**config.mk**
```make
export PLATFORM = sky130hd
export DESIGN_NAME = scp_alu_core_flat
export DESIGN_NICKNAME = d
export VERILOG_FILES = /design/src/rtl/scp_pkg.sv /design/src/rtl/scp_alu_core_if.sv /design/src/rtl/scp_regfile.sv /design/src/rtl/scp_alu_core.sv /design/src/flat_wrapper.sv
export SDC_FILE = /design/constraint.sdc
export NUM_CORES = 1
export LEC_CHECK = 0
export ABC_CLOCK_PERIOD_IN_PS = 8060
export BUFFER_PORTS_ARGS = -buffer_cell sky130_fd_sc_hd__buf_2
export CORE_MARGIN = 5
export CORE_UTILIZATION = 30
export CTS_CLUSTER_DIAMETER = 150
export DETAILED_ROUTE_END_ITERATION = 10
export MAX_ROUTING_LAYER = met4
export PLACE_DENSITY = 0.57
export SLEW_MARGIN = 25
export SYNTH_ARGS = -nofsm -noshare
export SYNTH_HDL_FRONTEND = slang
export SYNTH_SLANG_ARGS = --single-unit
```
**constraint.sdc**
```tcl
create_clock -name clk -period 8.06 [get_ports clk]
set_input_delay 0.403 -clock clk [delete_from_list [all_inputs] [get_ports clk]]
set_output_delay 0.403 -clock clk [all_outputs]
set_load 0.02 [all_outputs]
```
**src/rtl/scp_pkg.sv**
```systemverilog
// rtl/scp_pkg.sv - opcodes, instruction field layout and FSM encoding for the SCP ALU core
package scp_pkg;

    localparam logic [3:0] OP_NOOP = 4'h0;
    localparam logic [3:0] OP_ADD  = 4'h1;
    localparam logic [3:0] OP_SUB  = 4'h2;
    localparam logic [3:0] OP_AND  = 4'h3;
    localparam logic [3:0] OP_OR   = 4'h4;
    localparam logic [3:0] OP_ADDI = 4'h5;
    localparam logic [3:0] OP_HALT = 4'hF;

    localparam int OP_LSB  = 28;
    localparam int RD_LSB  = 24;
    localparam int RS_LSB  = 20;
    localparam int RT_LSB  = 16;
    localparam int IMM_LSB = 0;

    localparam logic [0:0] ST_RUN  = 1'b0;
    localparam logic [0:0] ST_HALT = 1'b1;

    // Field order mirrors the bit positions above, msb first.
    typedef struct packed {
        logic [3:0]  op;
        logic [3:0]  rd;
        logic [3:0]  rs;
        logic [3:0]  rt;
        logic [15:0] imm;
    } instr_t;

    function automatic logic [31:0] scp_enc(logic [3:0] op, logic [3:0] rd, logic [3:0] rs,
                                            logic [3:0] rt, logic [15:0] imm);
        return {op, rd, rs, rt, imm};
    endfunction

endpackage

```
**src/rtl/scp_alu_core_if.sv**
```systemverilog
// rtl/scp_alu_core_if.sv - instruction memory fetch bus (combinational read)
interface scp_alu_core_if #(
    parameter int PC_W = 8
);
    logic [PC_W-1:0] instr_addr;
    logic [31:0]     instr;

    modport master (output instr_addr, input instr);
    modport slave  (input instr_addr, output instr);
endinterface

```
**src/rtl/scp_regfile.sv**
```systemverilog
// rtl/scp_regfile.sv - NREGS x WIDTH register file, two operand reads, one debug read, one write
module scp_regfile #(
    parameter  int WIDTH = 16,
    parameter  int NREGS = 8,
    localparam int RW    = $clog2(NREGS)
) (
    input  logic             clk,
    input  logic             rst,
    input  logic             we,
    input  logic [RW-1:0]    wa,
    input  logic [WIDTH-1:0] wd,
    input  logic [RW-1:0]    ra0,
    output logic [WIDTH-1:0] rd0,
    input  logic [RW-1:0]    ra1,
    output logic [WIDTH-1:0] rd1,
    input  logic [RW-1:0]    dbg_sel,
    output logic [WIDTH-1:0] dbg_data
);

    logic [WIDTH-1:0] regs [NREGS];

    // r0 is never written, so it holds its reset value; reads still force zero explicitly.
    always_ff @(posedge clk or negedge rst) begin
        if (!rst) begin
            for (int i = 0; i < NREGS; i++) begin
                regs[i] <= '0;
            end
        end else if (we && (wa != '0)) begin
            regs[wa] <= wd;
        end
    end

    assign rd0      = (ra0 == '0)     ? '0 : regs[ra0];
    assign rd1      = (ra1 == '0)     ? '0 : regs[ra1];
    assign dbg_data = (dbg_sel == '0) ? '0 : regs[dbg_sel];

endmodule

```
**src/rtl/scp_alu_core.sv**
```systemverilog
// rtl/scp_alu_core.sv - single-cycle SCP core: fetch, decode, ALU, PC, retire counter, halt FSM
// Optional SCP_OVF_EN adds a sticky signed-overflow flag output ovf.
module scp_alu_core
    import scp_pkg::*;
#(
    parameter  int WIDTH = 16,
    parameter  int NREGS = 8,
    parameter  int PC_W  = 8,
    parameter  int CNT_W = 16,
    localparam int RW    = $clog2(NREGS)
) (
    input  logic              clk,
    input  logic              rst,
    scp_alu_core_if.master    imem,
    output logic              halted,
    output logic [CNT_W-1:0]  retired,
    input  logic [RW-1:0]     dbg_sel,
    output logic [WIDTH-1:0]  dbg_data
`ifdef SCP_OVF_EN
    ,
    output logic              ovf
`endif
);

    localparam int              MSB     = WIDTH - 1;
    localparam logic [CNT_W-1:0] CNT_MAX = '1;

    logic [0:0]       state;
    logic [PC_W-1:0]  pc;
    instr_t           d;
    logic [RW-1:0]    rd_a, rs_a, rt_a;
    logic [WIDTH-1:0] rs_val, rt_val, imm_ext, result;
    logic             wr, is_halt, running, wen;
    logic             unused_fields;

    assign imem.instr_addr = pc;
    assign d               = instr_t'(imem.instr);
    assign rd_a            = d.rd[RW-1:0];
    assign rs_a            = d.rs[RW-1:0];
    assign rt_a            = d.rt[RW-1:0];
    assign unused_fields   = ^{d.rd, d.rs, d.rt, d.imm};

    generate
        if (WIDTH > 16) begin : g_sext
            assign imm_ext = {{(WIDTH - 16){d.imm[15]}}, d.imm};
        end else begin : g_trunc
            assign imm_ext = d.imm[WIDTH-1:0];
        end
    endgenerate

    always_comb begin
        result  = '0;
        wr      = 1'b0;
        is_halt = 1'b0;
        case (d.op)
            OP_ADD:  begin result = rs_val + rt_val;  wr = 1'b1; end
            OP_SUB:  begin result = rs_val - rt_val;  wr = 1'b1; end
            OP_AND:  begin result = rs_val & rt_val;  wr = 1'b1; end
            OP_OR:   begin result = rs_val | rt_val;  wr = 1'b1; end
            OP_ADDI: begin result = rs_val + imm_ext; wr = 1'b1; end
            OP_HALT: is_halt = 1'b1;
            default: ;
        endcase
    end

    assign running = (state == ST_RUN);
    assign wen     = wr && running;
    assign halted  = (state == ST_HALT);

    scp_regfile #(
        .WIDTH (WIDTH),
        .NREGS (NREGS)
    ) u_regfile (
        .clk      (clk),
        .rst      (rst),
        .we       (wen),
        .wa       (rd_a),
        .wd       (result),
        .ra0      (rs_a),
        .rd0      (rs_val),
        .ra1      (rt_a),
        .rd1      (rt_val),
        .dbg_sel  (dbg_sel),
        .dbg_data (dbg_data)
    );

    // HALT itself neither advances the PC nor counts as retired.
    always_ff @(posedge clk or negedge rst) begin
        if (!rst) begin
            state   <= ST_RUN;
            pc      <= '0;
            retired <= '0;
        end else if (running) begin
            if (is_halt) begin
                state <= ST_HALT;
            end else begin
                pc <= pc + 1'b1;
                if (retired != CNT_MAX) begin
                    retired <= retired + 1'b1;
                end
            end
        end
    end

`ifdef SCP_OVF_EN
    logic ovf_hit;

    always_comb begin
        ovf_hit = 1'b0;
        case (d.op)
            OP_ADD:  ovf_hit = (rs_val[MSB] == rt_val[MSB])  && (result[MSB] != rs_val[MSB]);
            OP_SUB:  ovf_hit = (rs_val[MSB] != rt_val[MSB])  && (result[MSB] != rs_val[MSB]);
            OP_ADDI: ovf_hit = (rs_val[MSB] == imm_ext[MSB]) && (result[MSB] != rs_val[MSB]);
            default: ovf_hit = 1'b0;
        endcase
    end

    always_ff @(posedge clk or negedge rst) begin
        if (!rst) begin
            ovf <= 1'b0;
        end else if (running && ovf_hit) begin
            ovf <= 1'b1;
        end
    end
`endif

endmodule
```
**src/flat_wrapper.sv**
```systemverilog
// flat-port wrapper written by rule: the top's interface ports become plain ports
module scp_alu_core_flat import scp_pkg::*;
#(
    parameter  int WIDTH = 16,
    parameter  int NREGS = 8,
    parameter  int PC_W  = 8,
    parameter  int CNT_W = 16,
    localparam int RW    = $clog2(NREGS)
)
  (clk, rst, halted, retired, dbg_sel, dbg_data, imem_instr_addr, imem_instr);
  scp_alu_core_if #(.PC_W(PC_W)) imem_i ();
  input  logic clk;
  input  logic rst;
  output logic halted;
  output logic [CNT_W-1:0] retired;
  input  logic [RW-1:0] dbg_sel;
  output logic [WIDTH-1:0] dbg_data;
  output wire logic [$bits(imem_i.instr_addr)-1:0] imem_instr_addr;
  input wire logic [$bits(imem_i.instr)-1:0] imem_instr;
  assign imem_instr_addr = imem_i.instr_addr;
  assign imem_i.instr = imem_instr;
  scp_alu_core #(.WIDTH(WIDTH), .NREGS(NREGS), .PC_W(PC_W), .CNT_W(CNT_W)) u_core (.clk(clk), .rst(rst), .imem(imem_i), .halted(halted), .retired(retired), .dbg_sel(dbg_sel), .dbg_data(dbg_data));
endmodule
```
==> metrics, run 1 <==
status=finished, final reports clean; Ant. Diodes=0; leakage power total=4.75 nW; GPL Wtd Cong=0.942; Ports=78; CP peak stage delay=0.75 ns; Main synth FF type=dfrtp_1; CP max stage cell=nor2b_1; Reg-to-Reg Start=u_core.u_regfile.regs[97]$_DFFE_PN0P_; Total Wirelength=30,700 um; layout cell share with drive strength beyond 1=23.4%; final setup slack of the worst path=2.62 ns; CTS buffer count=17; critical path peak fanout=30; Syn Inst Count=1,028; Clock Latency Late Sink=0.43 ns; Die Y-Extent=191 um; syn avg cell area=9.56 um2; clock skew=0.0135 ns; Vias/cell=5.48; Hold EP=u_core.u_regfile.regs[110]$_DFFE_PN0P_; delay-heaviest family, CP=compound AO/OA/AOI/OAI gates; Worst IR Drop VDD=0.174 mV; initial antenna violation count=0; Reg2Reg Depth=17; DIE AREA=36,500 um2; P&R area growth vs syn=13.9%; r2r setup slk=2.89 ns; RSZ-0062 raised after global routing=false; pin count of the biggest net entering global routing=76; crit-path cells=buf_2, nor2b_1, o21ai_0, o311ai_2, nand3_1, a32oi_1, o21ai_0, ha_1, a2111oi_0, o21ai_0, a41oi_1, nor2_1, a2111oi_0, nor4b_1, nor3_1, a21oi_1; routed len/inst=20.1 um; Multi-input gate area=5910 um2; hold path start=imem_instr[26]; Total Routing Usage GR=17.6%; Worst-path clk slew=0.06 ns; Hold Fails Final Rpt=0; overall die width=191 um; initial DRC count=699; P per Cell Area=271 nW/um2; hpwl dp=21,100 um; Worst setup SP type=input pin; FMAX=184 MHz; Post-Place Setup Slack=2.25 ns; Tcrit/Tclk final=67.5%; Cell Area, Placed=10,600 um2; Yosys warnings=0; post-synthesis register bit count=139; residual DRC count=0; core area=32,500 um2; most used cell, CP=o21ai_0; Max-Cap Viols=0; Max clock buf depth=2; synth unique cells=73; Mapped Area=9830 um2; DRT Pass-1 Iters=5; worst hold path class=input pin to flip-flop; global-route wire length before repair=48,900 um; Setup CP Type=input pin to flip-flop; total nets after synthesis=1,085; number of global-route vias before repair=8,163; Overflow after GRT=0; Worst Path Buf+Inv=1; slew margin rel.=30.0%; CTS tree=done; Arrival @ worst endpoint=5.72 ns; register area share after synthesis=35.4%; Post-synth ARST share=100%; fin cells=1,522; worst slew pin tran=1.05 ns; Placed Instances=1,489; H-tree levels=4; clk sink count=139; post-layout minimum cycle time=5.44 ns; row cnt=66; Root Buffer Master=clkbuf_16; worst hold stages=4; reg2reg end=u_core.u_regfile.regs[30]$_DFFE_PN0P_; FILL cells=3,267; Vias=8,333; number of enable-type register cells in the synthesized netlist=0; Routed Antenna Nets=0; nets@finish=1,124; Reg area=3480 um2; setup TNS=0 ns; endpoints failing setup=0; WP data required=8.34 ns; Initial Utilization=30.3%; Finished Cell Area=11,200 um2; input/output buffers=74; crit end category=flip-flop; fin. max-slew vios=0
## Yosys cell counts, types with 4 or more instances
cell      count  area [um2]
buf_4         5        37.5
nand2_1      62         233
nand4_1       4        25.0
a221oi_2      5        75.1
a22o_1        6        52.6
xor2_1       16         140
nand2_2       5        31.3
a221oi_1     34         298
nor3b_1       4        30.0
a21oi_1     146         731
nor2b_1       8        50.1
and3_1        7        43.8
mux4_2       41         923
o21ai_0      37         185
mux2_4        8         120
nand3_1      27         135
nor3_1       15        75.1
ha_1         19         238
a221o_1       4        40.0
nand2b_1      5        31.3
o221ai_1      6        52.6
nor2_1      123         462
o21a_1        5        37.5
a22oi_1      16         120
clkbuf_1     57         214
o22ai_1       4        25.0
inv_1        29         109
a211oi_1      4        30.0
and4_1        4        35.0
mux2i_1      29         290
xnor2_1      28         245
buf_1         5        18.8
mux2_2       44         495
o21ai_1       6        30.0
dfrtp_1     139        3480
buf_2         6        30.0
a21o_1        8        60.1
## cell usage in the layout (no fill, tap or decap), drive strengths merged, types with 27 or more instances in the layout
cell and instances:
inv 33, nand3 27, mux2 55, mux2i 29
o21ai 43, buf 97, dfrtp 139, a221oi 39
xnor2 29, nor2 123, mux4 41, nand2 67
a21oi 146
## worst min-delay path, stage by stage
cell and delay (ns):
buf_2 0.16, nor3_1 0.08, nor2_1 0.09, a21oi_1 0.04
## routing by layer
| layer | vias to the layer above | global-route usage (%) | wire length, um |
|---|---|---|---|
| met5 | - | - | 0 |
| met4 | 0 | 4.50 | 524 |
| met3 | 34 | 3.09 | 1820 |
| met2 | 263 | 26.9 | 14000 |
| met1 | 4148 | 24.3 | 14300 |
| li1 | 3888 | - | - |
## cell type report
cell class,instances,area share [%]
tap,442,4.94
timing repair buffer,98,5.01
clock inverter,13,1.25
clock buffer,19,3.96
sequential,139,31.1
multi-input combinational,782,52.8
inverter,29,0.972
## registers in the layout, indices dropped and copies added, names as in the netlist
signal and flops:
u_core.imem.instr_addr 8, u_core.u_regfile.regs 114, u_core.halted 1, u_core.retired 16
## power by group
group / switching (W) / internal, W
sequential: 0.000215 / 0.000896
combinational: 0.000618 / 0.000518
clock: 0.000326 / 0.000465
## worst max-delay path by stage
stage,slack [ns],from,to,depth (start not counted)
finish,2.62,imem_instr[18],u_core.u_regfile.regs[30]$_DFFE_PN0P_,16
floorplan,3.56,imem_instr[16],u_core.u_regfile.regs[30]$_DFFE_PN0P_,17
detailed placement,2.25,imem_instr[16],u_core.u_regfile.regs[46]$_DFFE_PN0P_,18
CTS,2.70,imem_instr[16],u_core.u_regfile.regs[46]$_DFFE_PN0P_,18
global route,1.89,imem_instr[18],u_core.u_regfile.regs[110]$_DFFE_PN0P_,16
global placement,2.24,imem_instr[16],u_core.u_regfile.regs[46]$_DFFE_PN0P_,18
## repair_timing
| action | CTS | global route |
|---|---|---|
| buffers inserted | 0 | 0 |
| hold buffers | 1 | 0 |
| gates resized for setup | 0 | 0 |
| endpoints found under the hold margin | 18 | 0 |
## logic make-up (layout without fill, tap and decap cells)
group                      Yosys count  after routing  synth area share, %
buffers and inverters              107            159                 4.86
and+or+nand+nor                    286            286                 13.8
muxes                              125            125                 18.9
xor gates and xnor gates            45             45                 4.20
adders and majority gates           20             20                 2.62
AOI/OAI and AO/OA                  306            306                 20.2
DFF                                139            139                 35.4
## stage by stage
step / util, % / power (W) / hold slack, ns
floorplan: - / 0.00192 / 0.107
global placement: 32.6 / 0.00222 / 0.366
detailed placement: 32.7 / 0.00225 / 0.371
CTS: 34.5 / 0.00305 / 0.360
global route: 34.5 / 0.00324 / 0.395
finish: 34.5 / 0.00304 / 0.379
No activity file was read; power rests on OpenSTA's default activity.
==> run 2, diff against run 1 <==
--- a/config.mk
+++ b/config.mk
@@ -5,14 +5,15 @@
 export SDC_FILE = /design/constraint.sdc
 export NUM_CORES = 1
 export LEC_CHECK = 0
-export ABC_CLOCK_PERIOD_IN_PS = 8060
+export ABC_AREA = 1
+export ABC_CLOCK_PERIOD_IN_PS = 5200
 export BUFFER_PORTS_ARGS = -buffer_cell sky130_fd_sc_hd__buf_2
 export CORE_MARGIN = 5
 export CORE_UTILIZATION = 30
 export CTS_CLUSTER_DIAMETER = 150
 export DETAILED_ROUTE_END_ITERATION = 10
 export MAX_ROUTING_LAYER = met4
-export PLACE_DENSITY = 0.57
+export PLACE_DENSITY = 0.56
 export SLEW_MARGIN = 25
 export SYNTH_ARGS = -nofsm -noshare
 export SYNTH_HDL_FRONTEND = slang
==> constraint.sdc (replaced) <==
create_clock -name clk -period 5.2 [get_ports clk]
set_input_delay 0.26 -clock clk [delete_from_list [all_inputs] [get_ports clk]]
set_output_delay 0.26 -clock clk [all_outputs]
set_load 0.02 [all_outputs]
==> metrics, run 2 <==
status=finished, final reports clean; Comb power frac=20.9% (-17 points); DRT Pass-1 Iters=5 (unchanged); final setup slack of the worst path=0.926 ns (-1.69 ns); number of global-route vias before repair=11,048 (+35%); layout cell share with drive strength beyond 1=12.5% (-11 points); delay-heaviest family, CP=compound AO/OA/AOI/OAI gates; Total Wirelength=40,000 um (+30%); Worst-path clk slew=0.07 ns (about the same); CP peak stage delay=0.41 ns (-0.34 ns); GPL Wtd Cong=0.908 (-3.6%); hold buffers post-CTS=1 (unchanged); Vias=11,473 (+38%); setup TNS=0 ns (unchanged); WP data required=5.50 ns (-2.84 ns); nets@finish=1,720 (+53%); r2r setup slk=0.93 ns (-1.96 ns); register area share after synthesis=34.1% (-1.3 points); synth unique cells=48 (-34%); Levels on crit path=23 (+7); max FFs per register=128 (+12%); overall die width=203 um (+6.5%); cells taking the most area after synthesis=dfrtp_1 34%, nand2_1 13%, o21ai_0 9.6%; sw frac=33.9% (-4.2 points); Overflow after GRT=0 (unchanged); crit end category=flip-flop; Setup Buffers After CTS=0 (unchanged); Resize count post-CTS=0 (unchanged); Setup CP Type=flip-flop to flip-flop; Clock Latency Late Sink=0.44 ns (about the same); global-route wire length before repair=62,300 um (+27%); CTS buffer count=17 (unchanged); number of enable-type register cells in the synthesized netlist=0 (unchanged); CP max stage cell=dfrtp_1; P_int=0.00204 W (+8.3%); Yosys warnings=0 (unchanged); syn avg cell area=6.80 um2 (-29%); FMAX=234 MHz; pin count of the biggest net entering global routing=70 (-7.9%); Final Util=33.7% (-0.81 points); crit-path cells=nor2_1, nor2_1, nand2_1, nand3_1, nand3_1, ha_1, nand2_1, nor2_1, nand2_1, nor3_1, a21oi_1, o21ai_0, nand3_1, a21boi_0, ha_1, a21oi_1, o21ai_0, a21oi_1, o21ai_0, o21ai_0, o311ai_1, nand2_1, o21ai_0; Main synth FF type=dfrtp_1; Root Buffer Master=clkbuf_16; core area=36,800 um2 (+13%); P per Cell Area=249 nW/um2 (-8.4%); clock skew=0.0138 ns (+0.000254 ns); CTS tree=done; commonest cells after routing, fill and taps aside=378 x nand2_1, 216 x o21ai_0, 175 x inv_1; P&R area growth vs syn=10.3%; Max-Cap Viols=0 (unchanged); fin. max-slew vios=0 (unchanged); routed len/inst=18.6 um (-7.5%); initial DRC count=812 (+16%); list of most frequent post-synthesis cells=378 x nand2_1, 216 x o21ai_0, 175 x inv_1; post-synthesis register bit count=153 (+10%); residual DRC count=0 (unchanged); Worst IR Drop VDD=0.242 mV (+39%); Die Y-Extent=203 um (+6.5%); Worst Path Buf+Inv=0 (-1); FILL cells=4,059 (+24%); most common cell after layout, fill and taps aside=nand2_1; most common cell in the netlist=nand2_1; Arrival @ worst endpoint=4.57 ns (-1.15 ns); Sw Pwr=0.00104 W (-9.9%); post-layout minimum cycle time=4.27 ns; hpwl dp=26,500 um (+25%); worst hold stages=4 (unchanged); RSZ-0062 raised after global routing=false; clk sink count=153 (+10%); endpoints failing setup=0 (unchanged); Vias/cell=5.35 (-2.3%); DIE AREA=41,400 um2 (+13%); Tcrit/Tclk final=82.2%; row cnt=70 (+6.1%); total nets after synthesis=1,709 (+58%); most used cell, CP=o21ai_0; Post-synth ARST share=100% (unchanged); Initial Utilization=30.5% (+0.24 points); Syn Inst Count=1,652 (+61%); Most flops, register=u_core.u_regfile.regs; Max clock buf depth=2 (unchanged); critical path peak fanout=7 (-77%); Clk network pwr share=40.5% (+15 points); Ant. Diodes=0 (unchanged); initial antenna violation count=0 (unchanged); worst slew pin tran=1.07 ns (+0.0198 ns); Routed Antenna Nets=0 (unchanged); Reg power frac=38.6% (+2.0 points); Post-Place Setup Slack=0.561 ns (-1.69 ns); top cell type's share of synthesized area=34.1% (-1.3 points); Mapped Area=11,200 um2 (+14%); leakage power total=5.86 nW (+23%); Total Routing Usage GR=19.6% (+2.0 points); input/output buffers=74 (unchanged); area leader, netlist=dfrtp_1; Ports=78 (unchanged); worst hold path class=input pin to flip-flop; slew margin rel.=27.6% (-2.4 points); Power, Total=0.00308 W (+1.4%); Fin Hold WS=0.210 ns (-0.169 ns); Reg2Reg Depth=23 (+6); H-tree levels=4 (unchanged); Worst setup SP type=flip-flop; Hold Fails Final Rpt=0 (unchanged)
-- run 2: changes by cell type after synthesis, moves of 23 or more --
cell      delta
o21ai_0    +179
nand2_1    +316
mux2_2      -43
mux4_2      -41
a221oi_1    -33
a31oi_1     +24
nor2_1      -55
o21ai_2     +25
o21ai_1     +24
inv_1      +146
nand3_1    +139
xnor2_1     -23
mux2i_1     -29
-- run 2: power groups by stage --
stage	registers, W	logic, W	clock network, W
global placement	0.00121	0.000628	0
CTS	0.00119	0.000636	0.00126
global route	0.00119	0.000707	0.00131
floorplan	0.00121	0.000409	0
detailed placement	0.00121	0.000633	0
finish	0.00119	0.000644	0.00125
-- run 2: cell families after synthesis --
group,share of synthesized area [%]
AOI/OAI and AO/OA,24.8
xor gates and xnor gates,1.64
adders and majority gates,2.30
buffers and inverters,12.2
DFF,34.1
muxes,0.100
and+or+nand+nor,24.8
-- run 2: metal layers --
metal / global-route usage [%] / vias up / share of wire [%]
li1: - / 5517 / -
met1: 26.5 / 5379 / 45
met2: 29.5 / 494 / 45
met3: 3.47 / 83 / 7.6
met4: 6.99 / 0 / 3.0
met5: - / - / 0
-- run 2: path summary, 6_finish.rpt --
check	from	endpoint
max in group asynchronous	rst	u_core.u_regfile.regs[11]$_DFFE_PN0P_
worst max-delay path	u_core.u_regfile.regs[113]$_DFFE_PN0P_	u_core.u_regfile.regs[93]$_DFFE_PN0P_
worst max register to register	u_core.u_regfile.regs[113]$_DFFE_PN0P_	u_core.u_regfile.regs[93]$_DFFE_PN0P_
min in group asynchronous	rst	u_core.retired[12]$_DFFE_PN0P_
worst min register to register	u_core.u_regfile.regs[114]$_DFFE_PN0P_	u_core.u_regfile.regs[114]$_DFFE_PN0P_
worst min-delay path	imem_instr[26]	u_core.u_regfile.regs[43]$_DFFE_PN0P_
-- run 2: stage by stage --
stage / instances / instance area [um2]
detailed placement: 2111 / 11800
finish: 2144 / 12400
global route: 2144 / 12400
CTS: 2144 / 12400
floorplan: 1652 / 11200
global placement: 2111 / 11800
-- run 2: worst min-delay path, cell delays in order --
cell	delay (ns)
buf_2	0.14
nand3_2	0.11
nand2_1	0.05
nand2_1	0.05
-- run 2: final cells by class --
class | instances | area [um2] | share of cell area (%)
clock buffers | 17 | 425 | 3.43
clock inverters | 15 | 143 | 1.15
inverters | 192 | 731 | 5.90
multi-input cells | 1191 | 6040 | 48.8
flip-flops and latches | 153 | 3830 | 30.9
well taps | 468 | 586 | 4.73
repair buffers | 108 | 634 | 5.12
